==> src/rtl/skid_buffer_p.sv <==
// Ready/valid register slice with registered m_valid/m_data/s_ready.
// MODE 0 keeps a main and a skid register (1 beat/cycle); MODE 1 keeps only main (1 beat/2 cycles).
module skid_buffer_p #(
  parameter int DATA_W = 8,
  parameter int MODE   = 0
) (
  input  logic              clk,
  input  logic              rst_n,
  input  logic              flush,
  input  logic              s_valid,
  output logic              s_ready,
  input  logic [DATA_W-1:0] s_data,
  output logic              m_valid,
  input  logic              m_ready,
  output logic [DATA_W-1:0] m_data,
  output logic [1:0]        level
);

  typedef enum logic [1:0] {
    ST_EMPTY = 2'd0,
    ST_BUSY  = 2'd1,
    ST_FULL  = 2'd2
  } state_t;

  localparam bit HALF = (MODE == 1);

  state_t            r_state;
  state_t            w_state_nxt;
  logic [DATA_W-1:0] r_main;
  logic [DATA_W-1:0] r_skid;
  logic [DATA_W-1:0] w_main_nxt;
  logic [DATA_W-1:0] w_skid_nxt;
  logic              r_s_ready;
  logic              w_s_ready_nxt;
  logic              w_s_xfer;

  assign w_s_xfer = s_valid & r_s_ready;
  assign s_ready  = r_s_ready;
  assign m_valid  = (r_state != ST_EMPTY);
  assign m_data   = r_main;

  always_comb begin
    w_state_nxt = r_state;
    w_main_nxt  = r_main;
    w_skid_nxt  = r_skid;
    case (r_state)
      ST_EMPTY: begin
        if (w_s_xfer) begin
          w_main_nxt  = s_data;
          w_state_nxt = ST_BUSY;
        end
      end
      ST_BUSY: begin
        if (HALF) begin
          if (m_ready) w_state_nxt = ST_EMPTY;
        end else if (w_s_xfer && m_ready) begin
          w_main_nxt = s_data;
        end else if (w_s_xfer) begin
          w_skid_nxt  = s_data;
          w_state_nxt = ST_FULL;
        end else if (m_ready) begin
          w_state_nxt = ST_EMPTY;
        end
      end
      ST_FULL: begin
        if (m_ready) begin
          w_main_nxt  = r_skid;
          w_state_nxt = ST_BUSY;
        end
      end
      default: w_state_nxt = ST_EMPTY;
    endcase
    // Flush wins over every transition; a downstream beat this cycle has already left.
    if (flush) begin
      w_state_nxt = ST_EMPTY;
      w_main_nxt  = '0;
      w_skid_nxt  = '0;
    end
    w_s_ready_nxt = HALF ? (w_state_nxt == ST_EMPTY) : (w_state_nxt != ST_FULL);
  end

  always_comb begin
    level = 2'd0;
    case (r_state)
      ST_BUSY: level = 2'd1;
      ST_FULL: level = 2'd2;
      default: level = 2'd0;
    endcase
  end

  always_ff @(posedge clk or negedge rst_n) begin
    if (!rst_n) begin
      r_state   <= ST_EMPTY;
      r_main    <= '0;
      r_skid    <= '0;
      r_s_ready <= 1'b0;
    end else begin
      r_state   <= w_state_nxt;
      r_main    <= w_main_nxt;
      r_skid    <= w_skid_nxt;
      r_s_ready <= w_s_ready_nxt;
    end
  end

endmodule

==> config.mk <==
export PLATFORM = sky130hd
export DESIGN_NAME = skid_buffer_p
export DESIGN_NICKNAME = d
export VERILOG_FILES = /design/src/rtl/skid_buffer_p.sv
export SDC_FILE = /design/constraint.sdc
export NUM_CORES = 1
export LEC_CHECK = 0
export ABC_AREA = 1
export CAP_MARGIN = 20
export CORE_MARGIN = 2
export CORE_UTILIZATION = 31
export DETAILED_ROUTE_END_ITERATION = 8
export PLACE_DENSITY_LB_ADDON = 0.08
export SETUP_SLACK_MARGIN = 0.02
export SLEW_MARGIN = 20
export SYNTH_ARGS = -nofsm -noshare
export SYNTH_HDL_FRONTEND = slang
export SYNTH_SLANG_ARGS = --single-unit
==> constraint.sdc <==
create_clock -name clk -period 3 [get_ports clk]
set_input_delay 0.45 -clock clk [delete_from_list [all_inputs] [get_ports clk]]
set_output_delay 0.45 -clock clk [all_outputs]
set_load 0.005 [all_outputs]
==> results of run 1 <==
==> critical path, cell delays in order (launching register included) <==
cell and delay, ps:
dfrtp_1 410, inv_1 120, ha_1 330, clkdlybuf4s50_1 560
==> cells by family (layout without fill, tap and decap cells) <==
| logic type | Yosys count | after routing | synth area share, % |
|---|---|---|---|
| DFF | 19 | 19 | 40.3 |
| adders and majority gates | 5 | 5 | 5.31 |
| AOI/OAI and AO/OA | 15 | 15 | 7.22 |
| and+or+nand+nor | 80 | 80 | 38.1 |
| buffers and inverters | 17 | 41 | 9.02 |
==> through the flow <==
step	utilization [%]	instances	hold slack, ps	area (µm²)
5_1_grt	40.5	208	539	1480
3_3_place_gp	39.2	204	496	1440
4_1_cts	40.5	208	514	1480
3_5_place_dp	39.2	204	494	1440
6_report	40.5	208	510	1480
2_1_floorplan	-	136	154	1180
==> flip-flops by register name, indices dropped and copies added, names as in the netlist <==
name	cells
r_state	2
m_data	8
r_skid	8
s_ready	1
==> metal layers <==
metal | up-vias | routed length (µm)
met4 | 0 | 44
met1 | 451 | 1150
li1 | 494 | -
met5 | - | 0
met2 | 24 | 1250
met3 | 4 | 106
==> final cells by class <==
| class | count | area (µm²) |
|---|---|---|
| fill | 365 | 2180 |
| clock inverter | 1 | 5.00 |
| tap | 48 | 60.1 |
| timing repair buffer | 24 | 240 |
| sequential | 19 | 475 |
| inverter | 13 | 62.6 |
| clock buffer | 3 | 41.3 |
| multi-input combinational | 100 | 597 |
==> cell usage in the layout, fill, tap and decap left out <==
cell | netlist | final
clkdlybuf4s50_1 | 0 | 24
nand4_1 | 4 | 4
inv_1 | 9 | 9
dfrtp_1 | 19 | 19
o21ai_0 | 1 | 1
nand2_1 | 35 | 35
nor2_8 | 1 | 1
nand3_4 | 1 | 1
clkinv_2 | 0 | 1
nand3_2 | 6 | 6
a21boi_1 | 1 | 1
nor2_1 | 7 | 7
nand2_4 | 3 | 3
ha_1 | 5 | 5
nand3_1 | 19 | 19
o21ai_2 | 2 | 2
nor2_2 | 1 | 1
a21oi_1 | 5 | 5
inv_2 | 3 | 3
nand4_4 | 1 | 1
clkbuf_8 | 0 | 3
bufinv_8 | 1 | 1
nand2_2 | 2 | 2
o21ai_1 | 6 | 6
==> power breakdown <==
| group | internal, mW | total [mW] | switching (mW) |
|---|---|---|---|
| Clock | 0.0922 | 0.179 | 0.0863 |
| Sequential | 0.279 | 0.290 | 0.0115 |
| Combinational | 0.0781 | 0.170 | 0.0918 |
==> synth_stat cells <==
cell and instances:
nand2_1 35, dfrtp_1 19, nand3_1 19, inv_1 9, nor2_1 7, nand3_2 6, o21ai_1 6, a21oi_1 5
ha_1 5, nand4_1 4, inv_2 3, nand2_4 3, nand2_2 2, o21ai_2 2, a21boi_1 1, buf_12 1
buf_2 1, buf_4 1, buf_6 1, bufinv_8 1, nand3_4 1, nand4_4 1, nor2_2 1, nor2_8 1
o21ai_0 1
==> worst max path at each step <==
stage                     cells after the start  slack (ps)         to
after floorplan                               8        1630  m_data[3]
after global placement                        3        1190   level[0]
after detailed placement                      3        1150   level[0]
after CTS                                     3         860   level[0]
after global routing                          4         780    m_valid
final                                         3         880   level[0]
==> Flow_metrics.wiki, run 1 <==
{| class="wikitable"
! Metric !! Value
|-
| Result of the run || complete, no violations
|-
| Start of the worst register-to-register path || r_state[0]
|-
| Largest net degree at the start of global routing || 26
|-
| Number of diodes || 0
|-
| Synthesized netlist net count || 154
|-
| Post-CTS Setup Inserts || 0
|-
| WHS Endpoint || m_data[0]
|-
| Unrepaired setup endpoints after global routing || no
|-
| Arrival @ worst endpoint || ~1700 ps
|-
| Data required time of the critical path || around 2600 ps
|-
| Core area || 3660 µm²
|-
| Number of hold buffers added after CTS || 0
|-
| Worst Hold Launch || m_data[0]
|-
| Startpoint types || flop
|-
| First-pass GRT wire length || between 4 and 5 mm
|-
| Share of the clock period used by the worst path after layout || a little over two thirds
|-
| Minimum clock period || between 2000 and 2500 ps
|-
| Final weighted congestion in routability-driven placement || approximately 0.76
|-
| Total chip power || between 0.6 and 0.7 mW
|-
| TritonCTS clock tree || built
|-
| Accumulated negative setup slack || 0 ps
|-
| Number of vias after detailed routing || 973
|-
| Netlist cell types || 25
|-
| Drc violations || 0
|-
| Number of global-route vias before repair || 959
|-
| Post-synthesis instance area || 1180 µm²
|-
| Yosys synthesis warning count || 0
|-
| Fraction of layout cells with a size suffix above 1 || between 15 and 20%
|-
| CTS Sinks || 19
|-
| Nets@finish || between 150 and 200
|-
| Worst hold path depth || 2
|-
| Die Ht || 65.7 µm
|-
| CTS max path bufs || 2
|-
| Areal power density over the cells || 431 nW/µm²
|-
| Synthesis-to-layout area growth || 25.7%
|-
| Clock H-tree levels || 1
|-
| Initial DRC count || 51
|-
| CP max FO || 5
|-
| Count of antenna-violating nets left after detailed routing || 0
|-
| Detailed-route wire length per cell || about 12 µm
|-
| Die width || around 66 µm
|-
| Count of boundary I/O pins || 25
|-
| GRT met2 Usage || a little over a fifth
|-
| Fmax || approximately 470 MHz
|-
| Slew at the pin closest to its max-slew limit || 857 ps
|-
| Post-synth top area share || 40.3%
|-
| Initial antenna violation count || 0
|-
| Via density || roughly 4.7
|-
| Cts repair resizes || 0
|-
| FP Rows || 22
|-
| Reg2reg setup slack || 1310 ps
|-
| Final WL || 2.56 mm
|-
| Peak supply drop || between 0.15 and 0.2 mV
|-
| Die Area || approximately 4300 µm²
|-
| Clock tree skew after final layout || around 1.4 ps
|-
| Worst max-slew margin expressed relative to the limit || between 40 and 50%
|-
| Met1 usage in global routing || 15.5%
|-
| # port buffers || 24
|-
| Syn_area_per_cell || 8.67 µm²
|-
| # setup viols final || 0
|-
| Library cell occupying the most area in the post-synthesis netlist || dfrtp_1
|-
| Clk slew on worst S/H paths || roughly 70 ps
|-
| Count of final max-slew check failures || 0
|-
| Estimated wirelength of the detail-placed design || approximately 1.9 mm
|-
| Leading post-synthesis cells by cell area || dfrtp_1 (40%), nand2_1 (11%), nand3_1 (8.1%), ha_1 (5.3%), nand3_2 (5.1%)
|-
| Category of the most critical setup path || reg2out
|-
| CTS buffer count || 3
|-
| Worst setup EP type || primary output
|-
| Final setup slack of the worst path || a little under 900 ps
|-
| R2r endpoint || m_data[5]
|-
| Total congestion overflow || 0
|-
| Root buffer selected by CTS || clkbuf_8
|-
| #FFs+latches synth || 19
|-
| Worst setup startpoint || r_state[1]
|-
| Length in cells of the worst reg-to-reg path || 8
|-
| Worst hold path class || reg2reg
|-
| Initial Util || between 30% and 40%
|-
| DR pass1 iterations || 4
|-
| Global-route usage over all layers || around an eighth
|-
| Insertion delay to the later sink of the worst-skew pair || between 200 and 300 ps
|-
| Sequential element share of the synthesized area || between 40% and 50%
|-
| Final hold vios || 0
|-
| Met3 demand-to-capacity share in global routing || under 10%
|-
| Layer with the highest usage || met2
|-
| Total leakage power || approximately 0.7 nW
|-
| Gate count after technology mapping || around 140
|-
| Pre-CTS setup slack || 1150 ps
|-
| Reported max-cap violation count || 0
|}
(Power assumes the default switching activity.)
==> inputs of run 2 (changes only) <==
==> constraint.sdc (replaced) <==
create_clock -name clk -period 2.1 [get_ports clk]
set_input_delay 0.315 -clock clk [delete_from_list [all_inputs] [get_ports clk]]
set_output_delay 0.315 -clock clk [all_outputs]
set_load 0.005 [all_outputs]
==> Flow_metrics.wiki, run 2 (synthesized netlist as in run 1, its figures left out) <==
{| class="wikitable"
! Metric !! Value
|-
| Unrepaired setup endpoints after global routing || no
|-
| Final setup slack of the worst path || 137 ps (-745 ps)
|-
| Detailed-route wire length per cell || 12.7 µm (+2.9%)
|-
| Met3 WL || 102 µm (-3.8%)
|-
| Post-CTS Setup Inserts || 0 (unchanged)
|-
| Final hold vios || 0 (unchanged)
|-
| Standard cell with the maximum stage delay on the critical path || clkdlybuf4s50_1
|-
| Clk slew on worst S/H paths || 70 ps (about the same)
|-
| Most used cell along the critical path || inv_1
|-
| Peak supply drop || 0.277 mV (+40%)
|-
| Minimum clock period || roughly 2000 ps
|-
| Share of the clock period used by the worst path after layout || just over 90%
|-
| Drc violations || 0 (unchanged)
|-
| Via density || 4.63 (-0.99%)
|-
| Fmax || 509 MHz
|-
| CP max FO || 5 (unchanged)
|-
| Delay-heaviest family, CP || buffers and inverters
|-
| Estimated wirelength of the detail-placed design || 1.96 mm (+3.4%)
|-
| Detailed-routing wirelength on met1 || 1.21 mm (+4.8%)
|-
| Clock H-tree levels || 1 (unchanged)
|-
| Reported max-cap violation count || 0 (unchanged)
|-
| Final cell utilization of the core || 40.7% (+0.27 points)
|-
| Worst setup EP type || primary output
|-
| Top library cells by usage in the layout, fill and taps aside || nand2_1 (35), clkdlybuf4s50_1 (24), nand3_1 (19), dfrtp_1 (19), inv_1 (9)
|-
| Fraction of layout cells with a size suffix above 1 || 16.8% (+1.1 points)
|-
| Number of cells in the design after placement || 205 (+0.49%)
|-
| Initial DRC count || 45 (-12%)
|-
| Initial Util || 32.2% (unchanged)
|-
| Length in cells of the worst reg-to-reg path || 8 (unchanged)
|-
| First-pass GRT wire length || 4.85 mm (+17%)
|-
| Total leakage power || 0.713 nW (+0.52%)
|-
| Accumulated negative setup slack || 0 ps (unchanged)
|-
| Crit. path cell count || 4 (+1)
|-
| Die width || 65.7 µm (unchanged)
|-
| Combined buffer and inverter count along the critical path || 3 (+1)
|-
| Uppermost metal layer occupied by signal nets || met4
|-
| Post-route insts no fill || 209 (+0.48%)
|-
| Insertion delay to the later sink of the worst-skew pair || 260 ps (about the same)
|-
| Pre-CTS setup slack || 397 ps (-752 ps)
|-
| DR pass1 iterations || 4 (unchanged)
|-
| Largest net degree at the start of global routing || 26 (unchanged)
|-
| Worst hold path class || in2async
|-
| Die Area || 4310 µm² (unchanged)
|-
| Number of diodes || 0 (unchanged)
|-
| Result of the run || complete, no violations
|-
| Core area || 3660 µm² (unchanged)
|-
| Data required time of the critical path || 1780 ps (-770 ps)
|-
| Synthesis-to-layout area growth || 26.5%
|-
| Number of hold buffers added after CTS || 0 (unchanged)
|-
| CTS buffer count || 3 (unchanged)
|-
| Root buffer selected by CTS || clkbuf_8
|-
| Count of final max-slew check failures || 0 (unchanged)
|-
| Worst stage delay on the critical path || 490 ps (-70 ps)
|-
| Arrival @ worst endpoint || 1650 ps (-20 ps)
|-
| # setup viols final || 0 (unchanged)
|-
| Number of vias after detailed routing || 968 (-0.51%)
|-
| Die Ht || 65.7 µm (unchanged)
|-
| Count of antenna-violating nets left after detailed routing || 0 (unchanged)
|-
| Met2 routed WL || 1.31 mm (+4.6%)
|-
| Nets@finish || 180 (+0.56%)
|-
| Count of boundary I/O pins || 25 (unchanged)
|-
| # port buffers || 24 (unchanged)
|-
| Cell-by-cell listing of the critical path || inv_1 > ha_1 > inv_1 > clkdlybuf4s50_1
|-
| Final weighted congestion in routability-driven placement || 0.748 (-1.5%)
|-
| Clock tree skew after final layout || 1.95 ps (+0.540 ps)
|-
| CTS max path bufs || 2 (unchanged)
|-
| TritonCTS clock tree || built
|-
| Areal power density over the cells || 617 nW/µm² (+43%)
|-
| Most common cell after layout, fill and taps aside || nand2_1
|-
| Slew at the pin closest to its max-slew limit || 296 ps (-561 ps)
|-
| Category of the most critical setup path || reg2out
|-
| Initial antenna violation count || 0 (unchanged)
|-
| CTS Sinks || 19 (unchanged)
|-
| Global-route usage over all layers || 14.7% (+1.8 points)
|-
| Worst max-slew margin expressed relative to the limit || 80.3% (+38 points)
|-
| Startpoint types || flop
|-
| Number of global-route vias before repair || 1039 (+8.3%)
|-
| FP Rows || 22 (unchanged)
|-
| Total congestion overflow || 0 (unchanged)
|-
| Final WL || 2.65 mm (+3.4%)
|}
-- run 2: changes by cell type in the layout (fill, tap and decap cells not counted), sizes merged --
cell / delta
buf: +1
-- run 2: metal layers --
layer / GRT usage, % / vias to the layer above
met5: 0 / -
met4: 6.25 / 0
met3: 1.71 / 2
met2: 25.4 / 21
met1: 18.5 / 450
li1: - / 495
-- run 2: repair_timing --
item | in CTS | in global routing
gates resized for setup | 0 | 1
endpoints found under the setup margin | 0 | 1
endpoints found under the hold margin | 0 | 0
-- run 2: area by class of cell --
cell class	instances	area, µm²
inverter	13	62.6
timing repair buffer	25	248
tap	48	60.1
fill	383	2170
clock buffer	3	41.3
sequential	19	475
clock inverter	1	5.00
multi-input combinational	100	599
-- run 2: report_power, final --
part / leakage (nW) / total, mW / switching, mW / internal, mW
Sequential: 0.247 / 0.415 / 0.0175 / 0.398
Clock: 0.0255 / 0.260 / 0.128 / 0.132
Combinational: 0.440 / 0.244 / 0.131 / 0.113
-- run 2: metrics by stage --
step	power, mW	hold WS [ps]	cell area, µm²
floorplan	0.567	19.4	1180
global placement	0.666	494	1440
detailed placement	0.669	494	1440
CTS	0.935	401	1490
global route	0.987	435	1490
finish	0.920	392	1490
-- run 2: final timing paths --
| path | from | slack (ps) | endpoint |
|---|---|---|---|
| worst max-delay path | r_state[0] | 140 | m_valid |
| worst min-delay path | rst_n | 390 | r_skid[3] |
| worst max register to register | r_state[0] | 390 | m_data[5] |
| worst min register to register | m_data[0] | 510 | m_data[0] |
| max in group asynchronous | rst_n | 1500 | r_skid[0] |
| min in group clk | m_data[0] | 510 | m_data[0] |
